===== src/rtl/bus_dma_master.sv =====
// bus_dma_master: word-granular memory-to-memory DMA engine.
//
// A CPU-side register target (SRC, DST, LEN, CTRL) sits on one decode slot. A bus initiator
// drives the picorv32 native memory interface (valid/ready) and copies LEN 32-bit words from
// SRC to DST, one read followed by one write per word. Each access is followed by one idle
// gap cycle. Either pointer can be held fixed for peripheral FIFOs.
//
// Optional feature: define DMA_IRQ_EN to enable the done interrupt (irq_o = DONE & IE) and
// the CTRL.IE bit. Without it irq_o is tied low and CTRL.IE reads 0.
//
// Ports:
//   clk, reset            system clock, synchronous active-high reset
//   cs_i, we_i, addr_i    register access: select, byte strobes (0 = read), register index
//   din_i, dout_o, rdy_o  register write data, read data (combinational), ready pulse
//   m_valid_o, m_addr_o   initiator request valid and word address
//   m_wdata_o, m_wstrb_o  initiator write data and strobes (4'h0 read, 4'hF write)
//   m_ready_i, m_rdata_i  responder ready and read data
//   irq_o                 done interrupt (level)
module bus_dma_master #(
    parameter int unsigned LEN_W = 16
) (
    input  logic        clk,
    input  logic        reset,
    input  logic        cs_i,
    input  logic [3:0]  we_i,
    input  logic [1:0]  addr_i,
    input  logic [31:0] din_i,
    output logic [31:0] dout_o,
    output logic        rdy_o,
    output logic        m_valid_o,
    output logic [31:0] m_addr_o,
    output logic [31:0] m_wdata_o,
    output logic [3:0]  m_wstrb_o,
    input  logic        m_ready_i,
    input  logic [31:0] m_rdata_i,
    output logic        irq_o
);

    typedef enum logic [2:0] {StIdle, StRd, StRgap, StWr, StWgap, StFin} state_e;

    state_e           state_q;
    logic [31:0]      src_q;
    logic [31:0]      dst_q;
    logic [LEN_W-1:0] len_q;
    logic             src_fixed_q;
    logic             dst_fixed_q;
    logic             done_q;
    logic             abort_q;
    logic             rdy_q;
    logic             m_valid_q;
    logic [31:0]      m_addr_q;
    logic [31:0]      m_wdata_q;
    logic [3:0]       m_wstrb_q;

    logic busy;
    logic wr_en;
    logic wr_ctrl;
    logic ie;

    assign busy    = (state_q == StRd) || (state_q == StRgap) ||
                     (state_q == StWr) || (state_q == StWgap);
    assign wr_en   = cs_i & (|we_i) & ~rdy_q;
    assign wr_ctrl = wr_en & (addr_i == 2'd3);

`ifdef DMA_IRQ_EN
    logic ie_q;

    always_ff @(posedge clk) begin
        if (reset) begin
            ie_q <= 1'b0;
        end else if (wr_ctrl) begin
            ie_q <= din_i[4];
        end
    end

    assign ie    = ie_q;
    assign irq_o = done_q & ie_q;
`else
    assign ie    = 1'b0;
    assign irq_o = 1'b0;
`endif

    always_ff @(posedge clk) begin
        if (reset) begin
            state_q     <= StIdle;
            src_q       <= 32'd0;
            dst_q       <= 32'd0;
            len_q       <= '0;
            src_fixed_q <= 1'b0;
            dst_fixed_q <= 1'b0;
            done_q      <= 1'b0;
            abort_q     <= 1'b0;
            rdy_q       <= 1'b0;
            m_valid_q   <= 1'b0;
            m_addr_q    <= 32'd0;
            m_wdata_q   <= 32'd0;
            m_wstrb_q   <= 4'h0;
        end else begin
            rdy_q <= cs_i & ~rdy_q;

            // Configuration is frozen while a transfer runs; the FSM owns the pointers then.
            if (wr_en && !busy) begin
                case (addr_i)
                    2'd0:    src_q <= {din_i[31:2], 2'b00};
                    2'd1:    dst_q <= {din_i[31:2], 2'b00};
                    2'd2:    len_q <= din_i[LEN_W-1:0];
                    default: ;
                endcase
            end

            if (wr_ctrl) begin
                if (din_i[9]) begin
                    done_q <= 1'b0;
                end
                if (!busy) begin
                    src_fixed_q <= din_i[2];
                    dst_fixed_q <= din_i[3];
                end
                if (din_i[1] && busy) begin
                    abort_q <= 1'b1;
                end
            end

            unique case (state_q)
                StIdle: begin
                    if (wr_ctrl && din_i[0]) begin
                        done_q <= 1'b0;
                        if (len_q != '0) begin
                            state_q   <= StRd;
                            m_valid_q <= 1'b1;
                            m_wstrb_q <= 4'h0;
                            m_addr_q  <= src_q;
                        end else begin
                            state_q <= StFin;
                        end
                    end
                end
                StRd: begin
                    if (m_ready_i) begin
                        // Write-data register doubles as the word buffer.
                        m_wdata_q <= m_rdata_i;
                        m_valid_q <= 1'b0;
                        state_q   <= StRgap;
                    end
                end
                StRgap: begin
                    m_valid_q <= 1'b1;
                    m_wstrb_q <= 4'hF;
                    m_addr_q  <= dst_q;
                    state_q   <= StWr;
                end
                StWr: begin
                    if (m_ready_i) begin
                        m_valid_q <= 1'b0;
                        len_q     <= len_q - LEN_W'(1);
                        if (!src_fixed_q) begin
                            src_q <= src_q + 32'd4;
                        end
                        if (!dst_fixed_q) begin
                            dst_q <= dst_q + 32'd4;
                        end
                        state_q <= StWgap;
                    end
                end
                StWgap: begin
                    if (len_q == '0 || abort_q) begin
                        state_q <= StFin;
                    end else begin
                        m_valid_q <= 1'b1;
                        m_wstrb_q <= 4'h0;
                        m_addr_q  <= src_q;
                        state_q   <= StRd;
                    end
                end
                StFin: begin
                    // Placed after the W1C handling so a coincident clear loses.
                    done_q  <= 1'b1;
                    abort_q <= 1'b0;
                    state_q <= StIdle;
                end
                default: state_q <= StIdle;
            endcase
        end
    end

    always_comb begin
        dout_o = 32'd0;
        unique case (addr_i)
            2'd0: dout_o = src_q;
            2'd1: dout_o = dst_q;
            2'd2: dout_o = 32'(len_q);
            2'd3: dout_o = {22'd0, done_q, busy, 3'd0, ie, dst_fixed_q, src_fixed_q, 2'd0};
        endcase
    end

    assign rdy_o     = rdy_q;
    assign m_valid_o = m_valid_q;
    assign m_addr_o  = m_addr_q;
    assign m_wdata_o = m_wdata_q;
    assign m_wstrb_o = m_wstrb_q;

endmodule


===== config.mk =====
export PLATFORM = sky130hd
export DESIGN_NAME = bus_dma_master
export DESIGN_NICKNAME = d
export VERILOG_FILES = /design/src/rtl/bus_dma_master.sv
export SDC_FILE = /design/constraint.sdc
export NUM_CORES = 1
export LEC_CHECK = 0
export ABC_AREA = 1
export BUFFER_PORTS_ARGS = -buffer_cell sky130_fd_sc_hd__clkbuf_2
export CAP_MARGIN = 5
export CORE_UTILIZATION = 35
export CTS_CLUSTER_SIZE = 40
export DETAILED_ROUTE_END_ITERATION = 16
export PLACE_DENSITY_LB_ADDON = 0.15
export SLEW_MARGIN = 20
export SYNTH_ARGS = -nofsm -noshare
export SYNTH_HDL_FRONTEND = slang
export SYNTH_SLANG_ARGS = --single-unit

===== constraint.sdc =====
create_clock -name clk -period 2 [get_ports clk]
set_clock_uncertainty 0.05 [all_clocks]
set_input_delay 0.4 -clock clk [delete_from_list [all_inputs] [get_ports clk]]
set_output_delay 0.4 -clock clk [all_outputs]
set_load 0.01 [all_outputs]

## After elaboration in Yosys (flattened, before gate mapping)

Cells that the tools add are included.

| storage, ports and cells | value |
|---|---|
| flip-flop bits (word level) | 157 |
| bits of input ports | 74 |
| logic and storage cells | 97 |

| cells by class | value |
|---|---|
| eq/ne operators | 14 |
| bitwise gates (word level) | 6 |
| add/subtract/negate cells | 3 |
| multiplexer cells | 38 |
| reductions and logical operators | 23 |

Operators with widths:

| cell | number |
|---|---|
| 32-bit 2-to-1 mux | 13 |
| 32-bit case mux with 4 select lines | 1 |
| 32-bit case mux with 3 select lines | 1 |
| 32-bit by 3-bit adder with 32-bit output (second input constant) | 2 |
| 16-bit 2-to-1 mux | 4 |
| 16-bit zero test | 1 |
| 16-bit nonzero test | 1 |
| 16-bit by 1-bit subtractor with 16-bit output (second input constant) | 1 |
| 3-bit 2-to-1 mux | 5 |
| 3-bit case mux with 5 select lines | 1 |
| 4-bit 2-to-1 mux | 3 |
| 4-bit case mux with 3 select lines | 1 |
| 2-bit != test (second input constant) | 5 |
| 1-bit 2-to-1 mux | 7 |
| 3-bit by 2-bit == test with 1-bit output (second input constant) | 2 |
| 3-bit == test (second input constant) | 2 |
| 2-bit AND reduction | 3 |
| 5-bit AND reduction | 1 |
| 1-bit AND | 4 |
| 2-bit == test (second input constant) | 2 |
| 1-bit logical OR | 4 |
| 1-bit case mux with 4 select lines | 1 |
| 4-bit AND reduction | 1 |
| 4-bit nonzero test | 1 |
| 13 further kinds | 17 |

## Longest topological paths before layout

Gate-level depths: netlist (run 1).

| logic depth | value |
|---|---|
| word-level depth | 10 |
| depth in mapped cells | 13 |
| mapped depth without buffers | 11 |

## Worst setup path after synthesis (run 1)

OpenSTA, ideal clock, no wires.

| timing path | value |
|---|---|
| path type | in2out |
| start | in addr_i[1] |
| end | out dout_o[8] |
| slack | 0.162 ns |
| arrival | 1.388 ns |
| required time | 1.550 ns |
| cell stages on the path | 6 |
| path through | inv_1 > nand2_1 > inv_1 > clkbuf_1 > a221oi_1 > o21ai_0 |

| on the way | value |
|---|---|
| word-level cells in the longest chain between the ends | 2 |
| elaborated cells on any way between the ends | 5 |
| classes of those cells | 3 x eq/ne; 1 x mux; 1 x reduce/logical |

RTL lines:

| item | RTL line | text |
|---|---|---|
| start, declared | 26 | `input logic [1:0] addr_i,` |
| 2-bit == test (tied with other cells) | 188 | `unique case (addr_i)` |
| 32-bit case mux with 4 select lines (*) | 188 |  |
| end, declared | 28 | `output logic [31:0] dout_o,` |

Mark *: on every way between the ends. The rest lies on a longest branch, timed or not.

## Worst setup path in the final report (run 1)

| timing path | value |
|---|---|
| start | reg state_q[1] |
| end | out dout_o[8] |

| on the way | value |
|---|---|
| word-level cells in the longest chain between the ends | 5 |
| elaborated cells on any way between the ends | 8 |
| classes of those cells | 4 x eq/ne; 1 x mux; 3 x reduce/logical |

RTL lines:

| item | RTL line | text |
|---|---|---|
| start, declared | 41 | `state_e state_q;` |
| start signal, assigned | 85 | `state_q <= StIdle;` |
| start signal, assigned | 129 | `state_q <= StRd;` |
| start signal, assigned | 134 | `state_q <= StFin;` |
| 3-bit by 1-bit == test with 1-bit output or 3-bit by 2-bit == test with 1-bit output (tied branches) | 60 | `assign busy = (state_q == StRd) \|\| (state_q == StRgap) \|\|` |
| 1-bit logical OR (2 in series) | 60 |  |
| 1-bit logical OR (*) | 61 | `(state_q == StWr) \|\| (state_q == StWgap);` |
| 32-bit case mux with 4 select lines (*) | 188 |  |

Marks and branches as above.

==> out/metrics.cfg, run 1 <==
[final_layout]
layout.nets=1898
drive_gt1_share_pct=18.5
final_cell_area_um2=12000
syn_to_final_growth_pct=26.7
final_util_pct=45.7
n_antenna_cell=0
final_cells=2169
fillers=2806
layout_commonest_cell=nand2_1
most-common-layout-cells=nand2_1, nor2_1, inv_1

[placement]
placed_area_um2=11200
port_buffers=175
place.detailed.hpwl_um=27300
gp_congestion=0.986
numPlacedInstances=2129

[global_routing]
grt_max_degree=66
grt_pass1_vias=10200
grt_usage_pct=26.2
gr-total-overflow=0
grt_pass1_wl_um=56800
grt_antenna_before_repair=0

[yosys]
syn_avg_cell_area_um2=5.91
ys_types=45
synth_nets=1686
synth-seq-cells=154
synthCells=1609
synthFlopType=dfxtp_1
yosys_warnings=0
synth-edff-count=0
syn-cell-area_um2=9500
synthArstFlopShare_pct=0
synth-seq-area-share_pct=32.4

[worst_hold_path]
worstHoldEndpoint=m_wdata_o[15]
whs_path_depth=3
worstHoldStart=m_rdata_i[15]
holdCritPathClass=input pin to register

[cts]
cts_hold_buf=0
clock_latency_ps=460
clk_path_buf_depth=2
cts_tree=yes
h-tree-depth=4
cts_sinks=154
cts_root_buf=clkbuf_16
cts.clk_slew.worst_paths_ps=90
cts_inserted_buffers=17

[detailed_routing]
vias=11100
first_iter_violations=950
drc_errors=0
ant_nets=0
dr.pass1.iters=5
wl_per_cell_um=17.0
detail_route.wirelength_um=36900
via_per_inst=5.11

[timing]
setup_violations=2
worst_slack_ps=-34.1
fin_crit_sh_pct=102
layout_min_cycle_time_ps=2030
fmax_ghz=0.492
rsz0062_at_grt=true
fin_tns_setup_ps=-51.0
report.final.slew_viol_count=0
finalHoldViolations=0

[pwr]
intPower_uw=7570
powerDensity_nw_per_um2=1100
power_frac_comb_pct=41.4
pwr-share-clk_pct=26.6
switching_share_pct=42.9
p_seq_share_pct=32.0
p_leak_uw=0.00587
vdd_drop_max_v=0.000551
power_switching_uw=5690
p_total_uw=13300

[die]
die-width_um=167
ios=177
fp.dieArea_um2=27800
die_height_um=167
core-area_um2=26400
initial_core_util_pct=36.1
row_count=59

[setup_path]
crit_fanout=3
required_ps=1550
cp.arrival_ps=1580
ff2ff_path_depth=11
r2r-end=m_addr_o[20]
r2r_slack_ps=130
crit_type=register to output port
worstReg2RegStart=len_q[0]
startpoint_type=register
end_kind=output port

[run]
max_cap_viol_count=0

[run_status]
status=complete, but fails checks
violations=setup timing

[stage by stage]
step           setup slack [ps]  hold slack (ps)
2_1_floorplan               162              383
3_3_place_gp               -100              393
3_5_place_dp               -166              396
4_1_cts                   -74.7              105
5_1_grt                    -112              104
6_report                  -34.1              113
[repair_timing]
item | CTS | global route
gates cloned | 0 | 3
gates resized for setup | 10 | 7
setup endpoints to repair | 23 | 38
buffers inserted | 4 | 1
pin swaps | 3 | 1
[kinds of logic after synthesis]
family,synth area share (%)
simple gates,39.6
flops,32.4
xor+xnor,0.553
fa+ha+maj,0.395
buf+inv,12.0
compound gates,15.0
other cells,0.0395
[power groups by stage]
stage	logic [uW]	clock network, uW	registers, uW
after detailed placement	5070	0	4290
after global routing	6200	3700	4340
after CTS	5180	3580	4230
after floorplan	3140	0	4460
final	5490	3530	4240
after global placement	5030	0	4280
[critical path, cell delays in order, from the launching register on]
cell      delay (ps)
dfxtp_2          340
nor2_4           130
nand2_2           90
nand2_4           70
nor2_4            50
a221oi_2         180
o21ai_1          120
clkbuf_2         140
[metal layers]
layer / vias to the layer above / GRT usage [%] / wire length, um
met5: - / 0 / 0
met4: 0 / 10.1 / 1170
li1: 5535 / - / -
met3: 58 / 4.28 / 2560
met2: 460 / 43.9 / 17200
met1: 5020 / 33.6 / 15900
[state kept, by name, indices dropped and copies added, names as in the netlist]
name         cells
abort_q          1
m_wstrb_o        1
len_q           16
dst_q           32
src_q           32
rdy_o            1
m_wdata_o       32
m_valid_o        1
state_q          3
dst_fixed_q      1
src_fixed_q      1
done_q           1
m_addr_o        32
[cell type report]
type | count | area (um^2) | area share (%)
Multi-Input combinational cell | 1177 | 5340 | 44.3
Sequential cell | 154 | 3090 | 25.7
Timing Repair Buffer | 271 | 1810 | 15.0
Inverter | 200 | 752 | 6.25
Clock buffer | 17 | 425 | 3.53
Tap cell | 335 | 419 | 3.48
Clock inverter | 15 | 206 | 1.71
[worst max path at each step]
stage / endpoint / startpoint / cells after the start / slack, ps
global placement: dst_q[13] / cs_i / 8 / -100
CTS: dout_o[8] / state_q[0] / 7 / -70
finish: dout_o[8] / state_q[1] / 7 / -30
floorplan: dout_o[8] / addr_i[1] / 6 / 160
detailed placement: dst_q[13] / cs_i / 8 / -170
global route: dout_o[8] / state_q[1] / 7 / -110
[cell usage after synthesis, drive strengths merged (4+ instances only)]
cell type | number | area (um^2)
o22ai | 13 | 81.3
dfxtp | 154 | 3080
buf | 36 | 231
a21oi | 66 | 342
inv | 199 | 747
nand3 | 99 | 513
nand2 | 468 | 1790
o211ai | 16 | 120
clkbuf | 42 | 158
o21bai | 4 | 30.0
nor2 | 299 | 1170
nor3 | 12 | 60.1
o21ai | 129 | 646
o221ai | 12 | 105
nand4 | 26 | 169
a31oi | 6 | 37.5
Power figures use the tool's default switching activity.
==> run 2: changes to the inputs <==
==> constraint.sdc (replaced) <==
create_clock -name clk -period 2 [get_ports clk]
set_clock_uncertainty 0.05 [all_clocks]
set_input_delay 0 -clock clk [delete_from_list [all_inputs] [get_ports clk]]
set_output_delay 0 -clock clk [all_outputs]
set_load 0.01 [all_outputs]
==> out/metrics.cfg, run 2 (synthesized netlist as in run 1, its figures left out) <==
[run_status]
status=finished clean

[cts]
cts_setup_buffers=0
clock_latency_ps=440
clk_path_buf_depth=2
cts_tree=yes
cts_inserted_buffers=17
h-tree-depth=4
cts_sinks=154
cts.clk_slew.worst_paths_ps=80
cts_root_buf=clkbuf_16

[die]
row_count=59
ios=177
die_height_um=167
initial_core_util_pct=36.1
core-area_um2=26400
fp.dieArea_um2=27800
die-width_um=167

[detailed_routing]
first_iter_violations=818
via_per_inst=5.03
drc_errors=0
detail_route.wirelength_um=34900
ant_nets=0
wl_per_cell_um=16.0
dr.pass1.iters=5
vias=11000

[pwr]
vdd_drop_max_v=0.000507
p_total_uw=12800
p_leak_uw=0.00585
powerDensity_nw_per_um2=1060

[placement]
place.detailed.hpwl_um=25800
gp_congestion=0.896
port_buffers=175

[setup_path]
cp_top_family=simple AND/OR/NAND/NOR gates
worst_path_largest_cell_delay_ps=370
end_kind=output port
startpoint_type=register
crit_type=register to output port
cp.arrival_ps=1830
crit_fanout=6
required_ps=1950
cp_num_buf_inv=2
cp_cell_sequence=nor2_4 -> inv_2 -> nand2_2 -> nand2_4 -> nor2_2 -> a221oi_2 -> o21ai_1 -> clkbuf_2
critical_path.slowest_cell=dfxtp_2

[global_routing]
grt_max_degree=67
grt_pass1_wl_um=54900
grt_pass1_vias=10300
grt_usage_pct=25.2
grt_antenna_before_repair=0
gr-total-overflow=0

[timing]
tightest_slew_ps=522
setup_violations=0
finalHoldViolations=0
fin_crit_sh_pct=94.1
fin_tns_setup_ps=0
layout_min_cycle_time_ps=1880
max-slew-margin-rel_pct=65.2
rsz0062_at_grt=false
report.final.slew_viol_count=0
fmax_ghz=0.531

[worst_hold_path]
holdCritPathClass=input pin to register

[final_layout]
syn_to_final_growth_pct=27.8
layout.nets=1916
n_antenna_cell=0
layout_commonest_cell=nand2_1
most-common-layout-cells=nand2_1, nor2_1, inv_1
final_util_pct=46.1
drive_gt1_share_pct=15.7

[run]
max_cap_viol_count=0

## run 2: area by class of cell
cell class	count	area, um^2
flip-flops and latches	154	3090
repair buffers	289	1950
inverters	200	752
fillers	2812	14200
multi-input cells	1177	5320
clock inverters	15	201
clock buffers	17	425
well taps	335	419
## run 2: metal layers
layer / GRT usage, % / vias up / wire length, um
met5: 0 / - / 0
met3: 3.75 / 95 / 2220
li1: - / 5560 / -
met4: 12.1 / 0 / 1480
met1: 31.9 / 4937 / 15100
met2: 41.9 / 405 / 16100
## run 2: repair_timing
item,CTS,global route
pin swaps,0,0
gates resized for setup,3,8
gates cloned,0,1
hold buffers,63,0
setup endpoints to repair,1,45
hold endpoints to repair,98,0
## run 2: worst paths after layout
| path | start | to | slack, ps | cells after the start |
|---|---|---|---|---|
| min | din_i[28] | dst_q[28] | 10 | 5 |
| max reg2reg | dst_q[3] | dst_q[30] | 160 | 10 |
| min reg2reg | dst_q[0] | dst_q[0] | 410 | 2 |
| max | state_q[1] | dout_o[8] | 120 | 8 |
## run 2: worst register-to-register path: stages, from the launching register on
cell and delay, ps:
dfxtp_1 370, ha_1 200, nand3_1 130, inv_1 160, nand2_1 120, nor2_2 240
buf_4 190, nand3_1 70, nand2_1 70, nand3_1 60, a21oi_1 130
## run 2: power breakdown
| group | internal [uW] | switching (uW) | total [uW] | leakage [uW] |
|---|---|---|---|---|
| Sequential | 3760 | 501 | 4260 | 0.00125 |
| Combinational | 1830 | 3240 | 5070 | 0.00429 |
| Clock | 1740 | 1750 | 3490 | 0.000304 |
| Total | 7330 | 5490 | 12800 | 0.00585 |
## run 2: through the flow
stage	hold WS, ps	setup WS [ps]	instances	area, um^2
floorplan	84.9	328	1609	9500
global placement	173	83.7	2091	10800
detailed placement	179	66.8	2091	10800
CTS	1.99	12.4	2186	12100
global route	25.1	2.02	2187	12100
finish	14.4	117	2187	12100
